===== config.mk =====
export PLATFORM = sky130hd
export DESIGN_NAME = idex_hazard_stage_flat
export DESIGN_NICKNAME = d
export VERILOG_FILES = /design/src/rtl/idex_hazard_stage_if.sv /design/src/rtl/idex_hazard_stage.sv /design/src/flat_wrapper.sv
export SDC_FILE = /design/constraint.sdc
export NUM_CORES = 1
export LEC_CHECK = 0
export ABC_AREA = 1
export BUFFER_PORTS_ARGS = -buffer_cell sky130_fd_sc_hd__buf_2
export CAP_MARGIN = 0
export CORE_UTILIZATION = 35
export CTS_CLUSTER_DIAMETER = 40
export DETAILED_ROUTE_END_ITERATION = 10
export PLACE_DENSITY_LB_ADDON = 0.05
export SLEW_MARGIN = 20
export SYNTH_ARGS = -nofsm -noshare
export SYNTH_HDL_FRONTEND = slang
export SYNTH_SLANG_ARGS = --single-unit

===== constraint.sdc =====
create_clock -name clk -period 1.8 [get_ports clk]
set_input_delay 0.18 -clock clk [delete_from_list [all_inputs] [get_ports clk]]
set_output_delay 0.18 -clock clk [all_outputs]
set_load 0.05 [all_outputs]

===== src/rtl/idex_hazard_stage_if.sv =====
// ---------------------------------------------------------------------------
// idex_hazard_stage_if
// Bundle between the decode stage and the ID/EX hazard register.
//   master : decode side; drives the decoded id_* bundle and the downstream
//            flush, and observes the EX slot, stall controls and stall counter.
//   slave  : the ID/EX stage itself.
// Signals:
//   id_*        decoded instruction presented in the IF/ID slot
//   flush       taken branch/jump resolved downstream, kill the ID/EX slot
//   ex_*        registered EX-stage slot
//   pc_write    PC update enable
//   ifid_write  IF/ID register update enable
//   stall_count saturating count of load-use stall cycles
// ---------------------------------------------------------------------------
interface idex_hazard_stage_if #(
  parameter int DATA_W = 32,
  parameter int REG_AW = 4,
  parameter int CNT_W  = 16
);
  logic              id_valid;
  logic              id_RegDst, id_ALUSrc, id_MemtoReg, id_RegWrite;
  logic              id_MemRead, id_MemWrite, id_Branch, id_Jump;
  logic [3:0]        id_ALUOperation;
  logic              id_uses_rs, id_uses_rt;
  logic [REG_AW-1:0] id_rs, id_rt, id_rd;
  logic [DATA_W-1:0] id_rdata1, id_rdata2, id_imm, id_pc;
  logic              flush;

  logic              ex_valid;
  logic              ex_RegDst, ex_ALUSrc, ex_MemtoReg, ex_RegWrite;
  logic              ex_MemRead, ex_MemWrite, ex_Branch, ex_Jump;
  logic [3:0]        ex_ALUOperation;
  logic [REG_AW-1:0] ex_rs, ex_rt, ex_rd;
  logic [DATA_W-1:0] ex_rdata1, ex_rdata2, ex_imm, ex_pc;
  logic              pc_write, ifid_write;
  logic [CNT_W-1:0]  stall_count;

  modport master (
    output id_valid, id_RegDst, id_ALUSrc, id_MemtoReg, id_RegWrite,
           id_MemRead, id_MemWrite, id_Branch, id_Jump, id_ALUOperation,
           id_uses_rs, id_uses_rt, id_rs, id_rt, id_rd,
           id_rdata1, id_rdata2, id_imm, id_pc, flush,
    input  ex_valid, ex_RegDst, ex_ALUSrc, ex_MemtoReg, ex_RegWrite,
           ex_MemRead, ex_MemWrite, ex_Branch, ex_Jump, ex_ALUOperation,
           ex_rs, ex_rt, ex_rd, ex_rdata1, ex_rdata2, ex_imm, ex_pc,
           pc_write, ifid_write, stall_count
  );

  modport slave (
    input  id_valid, id_RegDst, id_ALUSrc, id_MemtoReg, id_RegWrite,
           id_MemRead, id_MemWrite, id_Branch, id_Jump, id_ALUOperation,
           id_uses_rs, id_uses_rt, id_rs, id_rt, id_rd,
           id_rdata1, id_rdata2, id_imm, id_pc, flush,
    output ex_valid, ex_RegDst, ex_ALUSrc, ex_MemtoReg, ex_RegWrite,
           ex_MemRead, ex_MemWrite, ex_Branch, ex_Jump, ex_ALUOperation,
           ex_rs, ex_rt, ex_rd, ex_rdata1, ex_rdata2, ex_imm, ex_pc,
           pc_write, ifid_write, stall_count
  );
endinterface


===== src/rtl/idex_hazard_stage.sv =====
// ---------------------------------------------------------------------------
// idex_hazard_stage
// ID/EX pipeline register with load-use hazard detection, bubble insertion,
// PC / IF-ID stall control, flush handling and a saturating stall counter.
// Ports:
//   clk    system clock (all state on the rising edge)
//   rst_n  synchronous active-low reset
//   bus    idex_hazard_stage_if.slave: id_* bundle and flush in,
//          ex_* slot, pc_write, ifid_write and stall_count out
// Parameters:
//   DATA_W  operand / immediate / PC width
//   REG_AW  register-index width
//   R0_ZERO when nonzero, register 0 never creates a hazard
//   CNT_W   stall counter width
// ---------------------------------------------------------------------------
module idex_hazard_stage #(
  parameter int DATA_W  = 32,
  parameter int REG_AW  = 4,
  parameter int R0_ZERO = 1,
  parameter int CNT_W   = 16
) (
  input  logic                 clk,
  input  logic                 rst_n,
  idex_hazard_stage_if.slave   bus
);

  typedef struct packed {
    logic              valid;
    logic              reg_dst;
    logic              alu_src;
    logic              mem_to_reg;
    logic              reg_write;
    logic              mem_read;
    logic              mem_write;
    logic              branch;
    logic              jump;
    logic [3:0]        alu_op;
    logic [REG_AW-1:0] rs;
    logic [REG_AW-1:0] rt;
    logic [REG_AW-1:0] rd;
    logic [DATA_W-1:0] rdata1;
    logic [DATA_W-1:0] rdata2;
    logic [DATA_W-1:0] imm;
    logic [DATA_W-1:0] pc;
  } ex_slot_t;

  ex_slot_t         ex_q;
  ex_slot_t         ex_d;
  ex_slot_t         id_slot;
  logic [CNT_W-1:0] stall_q;
  logic [CNT_W-1:0] stall_d;
  logic             rs_match;
  logic             rt_match;
  logic             r0_load;
  logic             hazard;

  // Control bits of an invalid IF/ID slot are forced to zero so a dead slot
  // can never write the register file or memory further down the pipe.
  always_comb begin
    id_slot            = '0;
    id_slot.valid      = bus.id_valid;
    id_slot.reg_dst    = bus.id_valid & bus.id_RegDst;
    id_slot.alu_src    = bus.id_valid & bus.id_ALUSrc;
    id_slot.mem_to_reg = bus.id_valid & bus.id_MemtoReg;
    id_slot.reg_write  = bus.id_valid & bus.id_RegWrite;
    id_slot.mem_read   = bus.id_valid & bus.id_MemRead;
    id_slot.mem_write  = bus.id_valid & bus.id_MemWrite;
    id_slot.branch     = bus.id_valid & bus.id_Branch;
    id_slot.jump       = bus.id_valid & bus.id_Jump;
    id_slot.alu_op     = bus.id_valid ? bus.id_ALUOperation : 4'b0000;
    id_slot.rs         = bus.id_rs;
    id_slot.rt         = bus.id_rt;
    id_slot.rd         = bus.id_rd;
    id_slot.rdata1     = bus.id_rdata1;
    id_slot.rdata2     = bus.id_rdata2;
    id_slot.imm        = bus.id_imm;
    id_slot.pc         = bus.id_pc;
  end

  // A load always targets rt. Only operands the instruction really reads
  // count, and a load into r0 is harmless when r0 is hard-wired to zero.
  always_comb begin
    rs_match = bus.id_uses_rs && (bus.id_rs == ex_q.rt);
    rt_match = bus.id_uses_rt && (bus.id_rt == ex_q.rt);
    r0_load  = (R0_ZERO != 0) && (ex_q.rt == '0);
    hazard   = ex_q.valid && ex_q.mem_read && bus.id_valid &&
               (rs_match || rt_match) && !r0_load;
  end

  // A flush releases the stall so fetch can redirect immediately.
  assign bus.pc_write   = !hazard || bus.flush;
  assign bus.ifid_write = !hazard || bus.flush;

  // Flush beats hazard: a flushed cycle is not counted as a stall. The
  // bubble clears ex_MemRead, so a hazard never lasts beyond one cycle.
  always_comb begin
    ex_d    = '0;
    stall_d = stall_q;
    if (bus.flush) begin
      ex_d = '0;
    end else if (hazard) begin
      ex_d = '0;
      if (stall_q != '1) begin
        stall_d = stall_q + CNT_W'(1);
      end
    end else begin
      ex_d = id_slot;
    end
  end

  always_ff @(posedge clk) begin
    if (!rst_n) begin
      ex_q    <= '0;
      stall_q <= '0;
    end else begin
      ex_q    <= ex_d;
      stall_q <= stall_d;
    end
  end

  assign bus.ex_valid        = ex_q.valid;
  assign bus.ex_RegDst       = ex_q.reg_dst;
  assign bus.ex_ALUSrc       = ex_q.alu_src;
  assign bus.ex_MemtoReg     = ex_q.mem_to_reg;
  assign bus.ex_RegWrite     = ex_q.reg_write;
  assign bus.ex_MemRead      = ex_q.mem_read;
  assign bus.ex_MemWrite     = ex_q.mem_write;
  assign bus.ex_Branch       = ex_q.branch;
  assign bus.ex_Jump         = ex_q.jump;
  assign bus.ex_ALUOperation = ex_q.alu_op;
  assign bus.ex_rs           = ex_q.rs;
  assign bus.ex_rt           = ex_q.rt;
  assign bus.ex_rd           = ex_q.rd;
  assign bus.ex_rdata1       = ex_q.rdata1;
  assign bus.ex_rdata2       = ex_q.rdata2;
  assign bus.ex_imm          = ex_q.imm;
  assign bus.ex_pc           = ex_q.pc;
  assign bus.stall_count     = stall_q;

endmodule


===== src/flat_wrapper.sv =====
// flat-port wrapper written by rule: the top's interface ports become plain ports
module idex_hazard_stage_flat 
#(
  parameter int DATA_W  = 32,
  parameter int REG_AW  = 4,
  parameter int R0_ZERO = 1,
  parameter int CNT_W   = 16
)
  (clk, rst_n, bus_id_valid, bus_id_RegDst, bus_id_ALUSrc, bus_id_MemtoReg, bus_id_RegWrite, bus_id_MemRead, bus_id_MemWrite, bus_id_Branch, bus_id_Jump, bus_id_ALUOperation, bus_id_uses_rs, bus_id_uses_rt, bus_id_rs, bus_id_rt, bus_id_rd, bus_id_rdata1, bus_id_rdata2, bus_id_imm, bus_id_pc, bus_flush, bus_ex_valid, bus_ex_RegDst, bus_ex_ALUSrc, bus_ex_MemtoReg, bus_ex_RegWrite, bus_ex_MemRead, bus_ex_MemWrite, bus_ex_Branch, bus_ex_Jump, bus_ex_ALUOperation, bus_ex_rs, bus_ex_rt, bus_ex_rd, bus_ex_rdata1, bus_ex_rdata2, bus_ex_imm, bus_ex_pc, bus_pc_write, bus_ifid_write, bus_stall_count);
  idex_hazard_stage_if #(.DATA_W(DATA_W), .REG_AW(REG_AW), .CNT_W(CNT_W)) bus_i ();
  input  logic clk;
  input  logic rst_n;
  input wire logic [$bits(bus_i.id_valid)-1:0] bus_id_valid;
  input wire logic [$bits(bus_i.id_RegDst)-1:0] bus_id_RegDst;
  input wire logic [$bits(bus_i.id_ALUSrc)-1:0] bus_id_ALUSrc;
  input wire logic [$bits(bus_i.id_MemtoReg)-1:0] bus_id_MemtoReg;
  input wire logic [$bits(bus_i.id_RegWrite)-1:0] bus_id_RegWrite;
  input wire logic [$bits(bus_i.id_MemRead)-1:0] bus_id_MemRead;
  input wire logic [$bits(bus_i.id_MemWrite)-1:0] bus_id_MemWrite;
  input wire logic [$bits(bus_i.id_Branch)-1:0] bus_id_Branch;
  input wire logic [$bits(bus_i.id_Jump)-1:0] bus_id_Jump;
  input wire logic [$bits(bus_i.id_ALUOperation)-1:0] bus_id_ALUOperation;
  input wire logic [$bits(bus_i.id_uses_rs)-1:0] bus_id_uses_rs;
  input wire logic [$bits(bus_i.id_uses_rt)-1:0] bus_id_uses_rt;
  input wire logic [$bits(bus_i.id_rs)-1:0] bus_id_rs;
  input wire logic [$bits(bus_i.id_rt)-1:0] bus_id_rt;
  input wire logic [$bits(bus_i.id_rd)-1:0] bus_id_rd;
  input wire logic [$bits(bus_i.id_rdata1)-1:0] bus_id_rdata1;
  input wire logic [$bits(bus_i.id_rdata2)-1:0] bus_id_rdata2;
  input wire logic [$bits(bus_i.id_imm)-1:0] bus_id_imm;
  input wire logic [$bits(bus_i.id_pc)-1:0] bus_id_pc;
  input wire logic [$bits(bus_i.flush)-1:0] bus_flush;
  output wire logic [$bits(bus_i.ex_valid)-1:0] bus_ex_valid;
  output wire logic [$bits(bus_i.ex_RegDst)-1:0] bus_ex_RegDst;
  output wire logic [$bits(bus_i.ex_ALUSrc)-1:0] bus_ex_ALUSrc;
  output wire logic [$bits(bus_i.ex_MemtoReg)-1:0] bus_ex_MemtoReg;
  output wire logic [$bits(bus_i.ex_RegWrite)-1:0] bus_ex_RegWrite;
  output wire logic [$bits(bus_i.ex_MemRead)-1:0] bus_ex_MemRead;
  output wire logic [$bits(bus_i.ex_MemWrite)-1:0] bus_ex_MemWrite;
  output wire logic [$bits(bus_i.ex_Branch)-1:0] bus_ex_Branch;
  output wire logic [$bits(bus_i.ex_Jump)-1:0] bus_ex_Jump;
  output wire logic [$bits(bus_i.ex_ALUOperation)-1:0] bus_ex_ALUOperation;
  output wire logic [$bits(bus_i.ex_rs)-1:0] bus_ex_rs;
  output wire logic [$bits(bus_i.ex_rt)-1:0] bus_ex_rt;
  output wire logic [$bits(bus_i.ex_rd)-1:0] bus_ex_rd;
  output wire logic [$bits(bus_i.ex_rdata1)-1:0] bus_ex_rdata1;
  output wire logic [$bits(bus_i.ex_rdata2)-1:0] bus_ex_rdata2;
  output wire logic [$bits(bus_i.ex_imm)-1:0] bus_ex_imm;
  output wire logic [$bits(bus_i.ex_pc)-1:0] bus_ex_pc;
  output wire logic [$bits(bus_i.pc_write)-1:0] bus_pc_write;
  output wire logic [$bits(bus_i.ifid_write)-1:0] bus_ifid_write;
  output wire logic [$bits(bus_i.stall_count)-1:0] bus_stall_count;
  assign bus_i.id_valid = bus_id_valid;
  assign bus_i.id_RegDst = bus_id_RegDst;
  assign bus_i.id_ALUSrc = bus_id_ALUSrc;
  assign bus_i.id_MemtoReg = bus_id_MemtoReg;
  assign bus_i.id_RegWrite = bus_id_RegWrite;
  assign bus_i.id_MemRead = bus_id_MemRead;
  assign bus_i.id_MemWrite = bus_id_MemWrite;
  assign bus_i.id_Branch = bus_id_Branch;
  assign bus_i.id_Jump = bus_id_Jump;
  assign bus_i.id_ALUOperation = bus_id_ALUOperation;
  assign bus_i.id_uses_rs = bus_id_uses_rs;
  assign bus_i.id_uses_rt = bus_id_uses_rt;
  assign bus_i.id_rs = bus_id_rs;
  assign bus_i.id_rt = bus_id_rt;
  assign bus_i.id_rd = bus_id_rd;
  assign bus_i.id_rdata1 = bus_id_rdata1;
  assign bus_i.id_rdata2 = bus_id_rdata2;
  assign bus_i.id_imm = bus_id_imm;
  assign bus_i.id_pc = bus_id_pc;
  assign bus_i.flush = bus_flush;
  assign bus_ex_valid = bus_i.ex_valid;
  assign bus_ex_RegDst = bus_i.ex_RegDst;
  assign bus_ex_ALUSrc = bus_i.ex_ALUSrc;
  assign bus_ex_MemtoReg = bus_i.ex_MemtoReg;
  assign bus_ex_RegWrite = bus_i.ex_RegWrite;
  assign bus_ex_MemRead = bus_i.ex_MemRead;
  assign bus_ex_MemWrite = bus_i.ex_MemWrite;
  assign bus_ex_Branch = bus_i.ex_Branch;
  assign bus_ex_Jump = bus_i.ex_Jump;
  assign bus_ex_ALUOperation = bus_i.ex_ALUOperation;
  assign bus_ex_rs = bus_i.ex_rs;
  assign bus_ex_rt = bus_i.ex_rt;
  assign bus_ex_rd = bus_i.ex_rd;
  assign bus_ex_rdata1 = bus_i.ex_rdata1;
  assign bus_ex_rdata2 = bus_i.ex_rdata2;
  assign bus_ex_imm = bus_i.ex_imm;
  assign bus_ex_pc = bus_i.ex_pc;
  assign bus_pc_write = bus_i.pc_write;
  assign bus_ifid_write = bus_i.ifid_write;
  assign bus_stall_count = bus_i.stall_count;
  idex_hazard_stage #(.DATA_W(DATA_W), .REG_AW(REG_AW), .R0_ZERO(R0_ZERO), .CNT_W(CNT_W)) u_core (.clk(clk), .rst_n(rst_n), .bus(bus_i));
endmodule

# [Yosys cells after proc, flatten, opt, wreduce, memory -nomap -nowiden]
# Index checks and enable logic that the tools add are counted.
[totals] reg_bits=169 latchBits=0 inputBits=158 memories=0 romBits=0 ram_bits=0 out_inout_bits=171 elab_cells=47
[classes] muxes=0 order_cmp=0 div_mod_pow=0 mul=0 n_reduce_logical=14 shifts=0 eq_ne=3 addsub=1 n_bitwise=11
[op_table] operator="16-bit by 1-bit adder with 16-bit output, second input constant" count=1
[op_table] operator="16-bit inequality test, second input constant" count=1
[op_table] operator="1-bit AND" count=8
[op_table] operator="4-bit equality test" count=2
[op_table] operator="1-bit logical AND" count=6
[op_table] operator="4-bit logical NOT" count=1
[op_table] operator="4-bit OR reduction" count=1
[op_table] operator="1-bit NOT" count=3
[op_table] operator="3-bit AND reduction" count=1
[op_table] operator="3-bit OR reduction" count=1
[op_table] operator="1-bit logical NOT" count=2
[op_table] operator="1-bit logical OR" count=2

# [Longest topological paths before layout]
[logic_depth] ltp_word=7 ltp_mapped=11 depth_no_buf=9

# [Worst setup path before layout]
# OpenSTA, ideal clock, no wires.
[synth_path] kind="register -> output" startpoint="register u_core.ex_q, in the netlist u_core.bus.ex_rt[1]" endpoint="output bus_pc_write" arrival_ns=2.227 path_buffers=2 setup_slack_ns=-0.607 required_ns=1.620 stages_incl_launch_ff=10 cell_sequence="dfxtp_1 > inv_2 > nand2_1 > nand2_1 > nor2_1 > nand3_1 > nand2_2 > buf_2 > nand3_1 > buf_4"
[synth_via] elab_chain_cells=7 elab_cells_between_ends=11 cone_classes="eq/ne: 2; reduce/logical: 9"
[synth_lines] item="from (decl)" line="idex_hazard_stage.sv:47" text="ex_slot_t ex_q;"
[synth_lines] item="from (signal assigned)" line="idex_hazard_stage.sv:113" text="ex_q <= '0;"
[synth_lines] item="from (signal assigned)" line="idex_hazard_stage.sv:116" text="ex_q <= ex_d;"
[synth_lines] item="4-bit equality test, on equally long branches" line="idex_hazard_stage.sv:83, idex_hazard_stage.sv:84"
[synth_lines] item="1-bit logical AND, on equally long branches" line="idex_hazard_stage.sv:83, idex_hazard_stage.sv:84"
[synth_lines] item="1-bit logical OR" line="idex_hazard_stage.sv:87" text="(rs_match || rt_match) && !r0_load;"
[synth_lines] item="1-bit logical AND" line="idex_hazard_stage.sv:86" text="hazard = ex_q.valid && ex_q.mem_read && bus.id_valid &&"
[synth_lines] item="1-bit logical AND (*)" line="idex_hazard_stage.sv:87"
[synth_lines] item="1-bit logical NOT (*)"
[synth_lines] item="1-bit logical OR (*)"
[synth_lines] item="to (decl)" line="flat_wrapper.sv:50" text="output wire logic [$bits(bus_i.pc_write)-1:0] bus_pc_write;"
# Every way passes the cells marked *; elsewhere a longest branch is shown, timed or not.

# [Final worst setup path]
[layout_path] startpoint="register u_core.ex_q, in the netlist u_core.bus.ex_valid" endpoint="output bus_ifid_write"
[layout_via] elab_chain_cells=6
[layout_lines] item="1-bit logical AND (3 in a row)" line="idex_hazard_stage.sv:86"
[layout_lines] item="1-bit logical AND" line="idex_hazard_stage.sv:87"
[layout_lines] item="1-bit logical NOT" line="idex_hazard_stage.sv:92" text="assign bus.ifid_write = !hazard || bus.flush;"
[layout_lines] item="1-bit logical OR" line="idex_hazard_stage.sv:92"
[layout_lines] item="to (decl)" line="flat_wrapper.sv:51" text="output wire logic [$bits(bus_i.ifid_write)-1:0] bus_ifid_write;"
# Every way passes these cells.

==> impl_metrics.tcl <==
set metrics [dict create \
    skew_ps 9.026 \
    max_freq_mhz 558.5 \
    rsz0062_at_grt "yes" \
    place_ws_ps 77.37 \
    register_area_um2 3405 \
    net-switching-power_w 0.002301 \
    synthDistinctLibCells 22 \
    cp-start-kind "flip-flop" \
    synth-async-reset-ratio_pct 0 \
    clock_sinks 169 \
    gp_congestion 0.7992 \
    core-area_um2 15370 \
    drt_iter0_markers 186 \
    dr.pass1.iters 4 \
    grt_max_degree 70 \
    swShare_pct 26.91 \
    rows 45 \
    cp_slowest_cell "dfxtp_2" \
    antenna_left 0 \
    reg2reg_depth 9 \
    grt_use_total_pct 20.37 \
    cp_slowest_stage_delay_ps 350 \
    slew-limit-headroom_pct 64.96 \
    netlist.area_leader.share_pct 60.57 \
    clockBufferDepth 2 \
    outcome "finished clean" \
    power.clock.fraction_pct 39.0 \
    initial_core_util_pct 36.34 \
    die_w_um 128.3 \
    drc 0 \
    overflow 0 \
    ys_dominant_reg_cell "dfxtp_1" \
    yosysTopAreaCell "dfxtp_1" \
    finalSetupViolations 0 \
    p_leak_nw 5.280 \
    die_area_um2 16470 \
    synth_enable_flop_cells 0 \
    clk_pin_slew_ps 60 \
    worstPathArrival_ps 1610 \
    pwr-share-comb_pct 15.3 \
    seq_area_frac_synth_pct 60.57 \
    via_per_inst 4.006 \
    synth_area_per_cell_um2 8.324 \
    dp_hpwl_um 11940 \
    multi_input_area_um2 1428 \
    slew_violations 0 \
    worstSetupPathType "reg2out" \
    r2r_setup_slack_ps 160 \
    critPathMaxFanout 18 \
    pin_count 329 \
    ys_top_cells_by_area "dfxtp_1, nor2_1, inv_1, nand2_1, buf_6" \
    cts_tree "built" \
    wl_per_cell_um 12.43 \
    synth_nets 830 \
    period_minus_slack_ps 1790 \
    grt_pass1_wl_um 25770 \
    drive_above_1_share_pct 34.38 \
    synthTopCellsByCount "nor2_1, dfxtp_1, inv_1, nand2_1, nand4_1" \
    grt_pass1_vias 5303 \
    critPathBufInv 2 \
    nFillCells 1352 \
    hp-class "in2reg" \
    drt_wl_total_um 17280 \
    hold_ws_ps 17.51 \
    peakVddDrop_uv 612.6 \
    worst_setup_path_end_kind "output port" \
    cap_violations 0 \
    cp_cell_sequence "nand3_1 > a31oi_4 > buf_6 > nand3_4 > buf_8" \
    fin_nets 1325 \
    antenna_found_initial 0 \
    post-route-period-util_pct 99.47 \
    cp.depth 5 \
    cts_buffers 17 \
    die_y_um 128.3 \
    worstPathRequired_ps 1620 \
    p_seq_share_pct 45.7 \
    setup_ws_ps 9.556 \
    fin_util_pct 62.43 \
    htreeDepth 4 \
    syn_to_final_growth_pct 71.80 \
    synthesis.area_um2 5585 \
    yosysWarnings 0 \
    synth_seq_cells 169 \
    num_vias 5568 \
    syn_inst 671 \
    clk_latency_ps 420 \
    yosysMostFrequentCell "nor2_1" \
    max_slew.worst_pin.slew_ps 525.0 \
    cpLargestDelayFamily "buffers and inverters" \
    powerDensity_nw_per_um2 890.8 \
    internal_power_w 0.006247 \
    hold_depth 3 \
    finalHoldViolations 0 \
    numPortBuffers 328 \
    root_buffer "clkbuf_16" \
]
cell type report:
cell class,count,area share (%)
flip-flops and latches,169,35.48
well taps,211,2.751
clock inverters,9,0.6911
multi-input cells,319,14.88
diodes,1,0.02608
clock buffers,22,4.942
inverters,160,6.285
repair buffers,499,34.95
cell usage in the layout (no fill, tap or decap), drive strengths merged:
cell,synthesis,final
a21oi,16,16
a31oi,1,1
buf,22,350
clkbuf,1,22
clkinv,0,4
clkinvlp,0,3
dfxtp,169,169
diode,0,1
dlygate4sd3,0,149
ha,1,1
inv,160,162
nand2,78,78
nand3,12,12
nand3b,1,1
nand4,22,22
nor2,178,178
o21ai,2,2
xnor2,5,5
xor2,3,3
tightest hold or removal path, stage by stage:
cell,delay [ps]
buf_2,110
inv_1,60
nor2_1,40
worst paths after layout:
check | end | startpoint
hold reg to reg | u_core.bus.stall_count[1]$_SDFFE_PN0P_ | u_core.bus.stall_count[1]$_SDFFE_PN0P_
setup / recovery | bus_ifid_write | u_core.bus.ex_valid$_SDFF_PP0_
hold / removal | u_core.bus.ex_rs[1]$_SDFF_PP0_ | bus_id_rs[1]
setup reg to reg | u_core.bus.stall_count[2]$_SDFFE_PN0P_ | u_core.bus.stall_count[0]$_SDFFE_PN0P_
logic make-up (layout without fill, tap and decap cells):
group / after synthesis / in the layout / synth area share [%]
AOI/OAI and AO/OA: 19 / 19 / 1.994
adders and majority gates: 1 / 1 / 0.2240
buffers and inverters: 183 / 690 / 14.54
other: 0 / 1 / 0
DFF: 169 / 169 / 60.57
xor gates and xnor gates: 8 / 8 / 1.255
and+or+nand+nor: 291 / 291 / 21.42
routing by layer:
| layer | share of wire [%] | global-route usage, % | vias to the layer above |
|---|---|---|---|
| li1 | - | - | 2923 |
| met1 | 39 | 21.39 | 2430 |
| met2 | 52 | 36.72 | 185 |
| met3 | 7.1 | 6.886 | 30 |
| met4 | 2.7 | 9.204 | 0 |
| met5 | 0 | 0 | - |
what timing repair did:
item                                    in CTS  in global routing
buffers inserted                             1                  1
hold buffers                               149                  0
resized for setup                            4                 12
endpoints found under the setup margin       2                 23
pin swaps                                    1                  7
hold endpoints to repair                   149                  0
power groups by stage:
| stage | clock, W | combinational [W] | sequential [W] |
|---|---|---|---|
| finish | 0.00334 | 0.00131 | 0.00390 |
| global route | 0.00360 | 0.00139 | 0.00391 |
| CTS | 0.00343 | 0.00130 | 0.00390 |
| detailed placement | 0 | 0.00103 | 0.00399 |
| global placement | 0 | 0.00103 | 0.00398 |
| floorplan | 0 | 0.000223 | 0.00446 |
registers in the layout (all words and copies together), names as in the netlist:
name,flops
u_core.bus.ex_imm,32
u_core.bus.ex_rdata1,32
u_core.bus.ex_MemWrite,1
u_core.bus.ex_rd,4
u_core.bus.ex_rdata2,32
u_core.bus.ex_MemtoReg,1
u_core.bus.ex_valid,1
u_core.bus.ex_MemRead,1
u_core.bus.ex_RegDst,1
u_core.bus.ex_rt,4
u_core.bus.ex_Branch,1
u_core.bus.ex_rs,4
u_core.bus.ex_ALUOperation,4
u_core.bus.ex_RegWrite,1
u_core.bus.stall_count,16
u_core.bus.ex_pc,32
u_core.bus.ex_Jump,1
u_core.bus.ex_ALUSrc,1
through the flow:
stage,cell area [um^2],setup TNS [ps],cells,power [W]
after floorplan,5619,-1.020,671,0.004688
after global placement,7501,0,1208,0.005017
after detailed placement,7501,0,1208,0.005021
after CTS,9553,-30.18,1389,0.008636
after global routing,9593,-129.2,1389,0.008902
final,9595,0,1390,0.008548
Note: power is estimated with default switching activity, not from simulation.
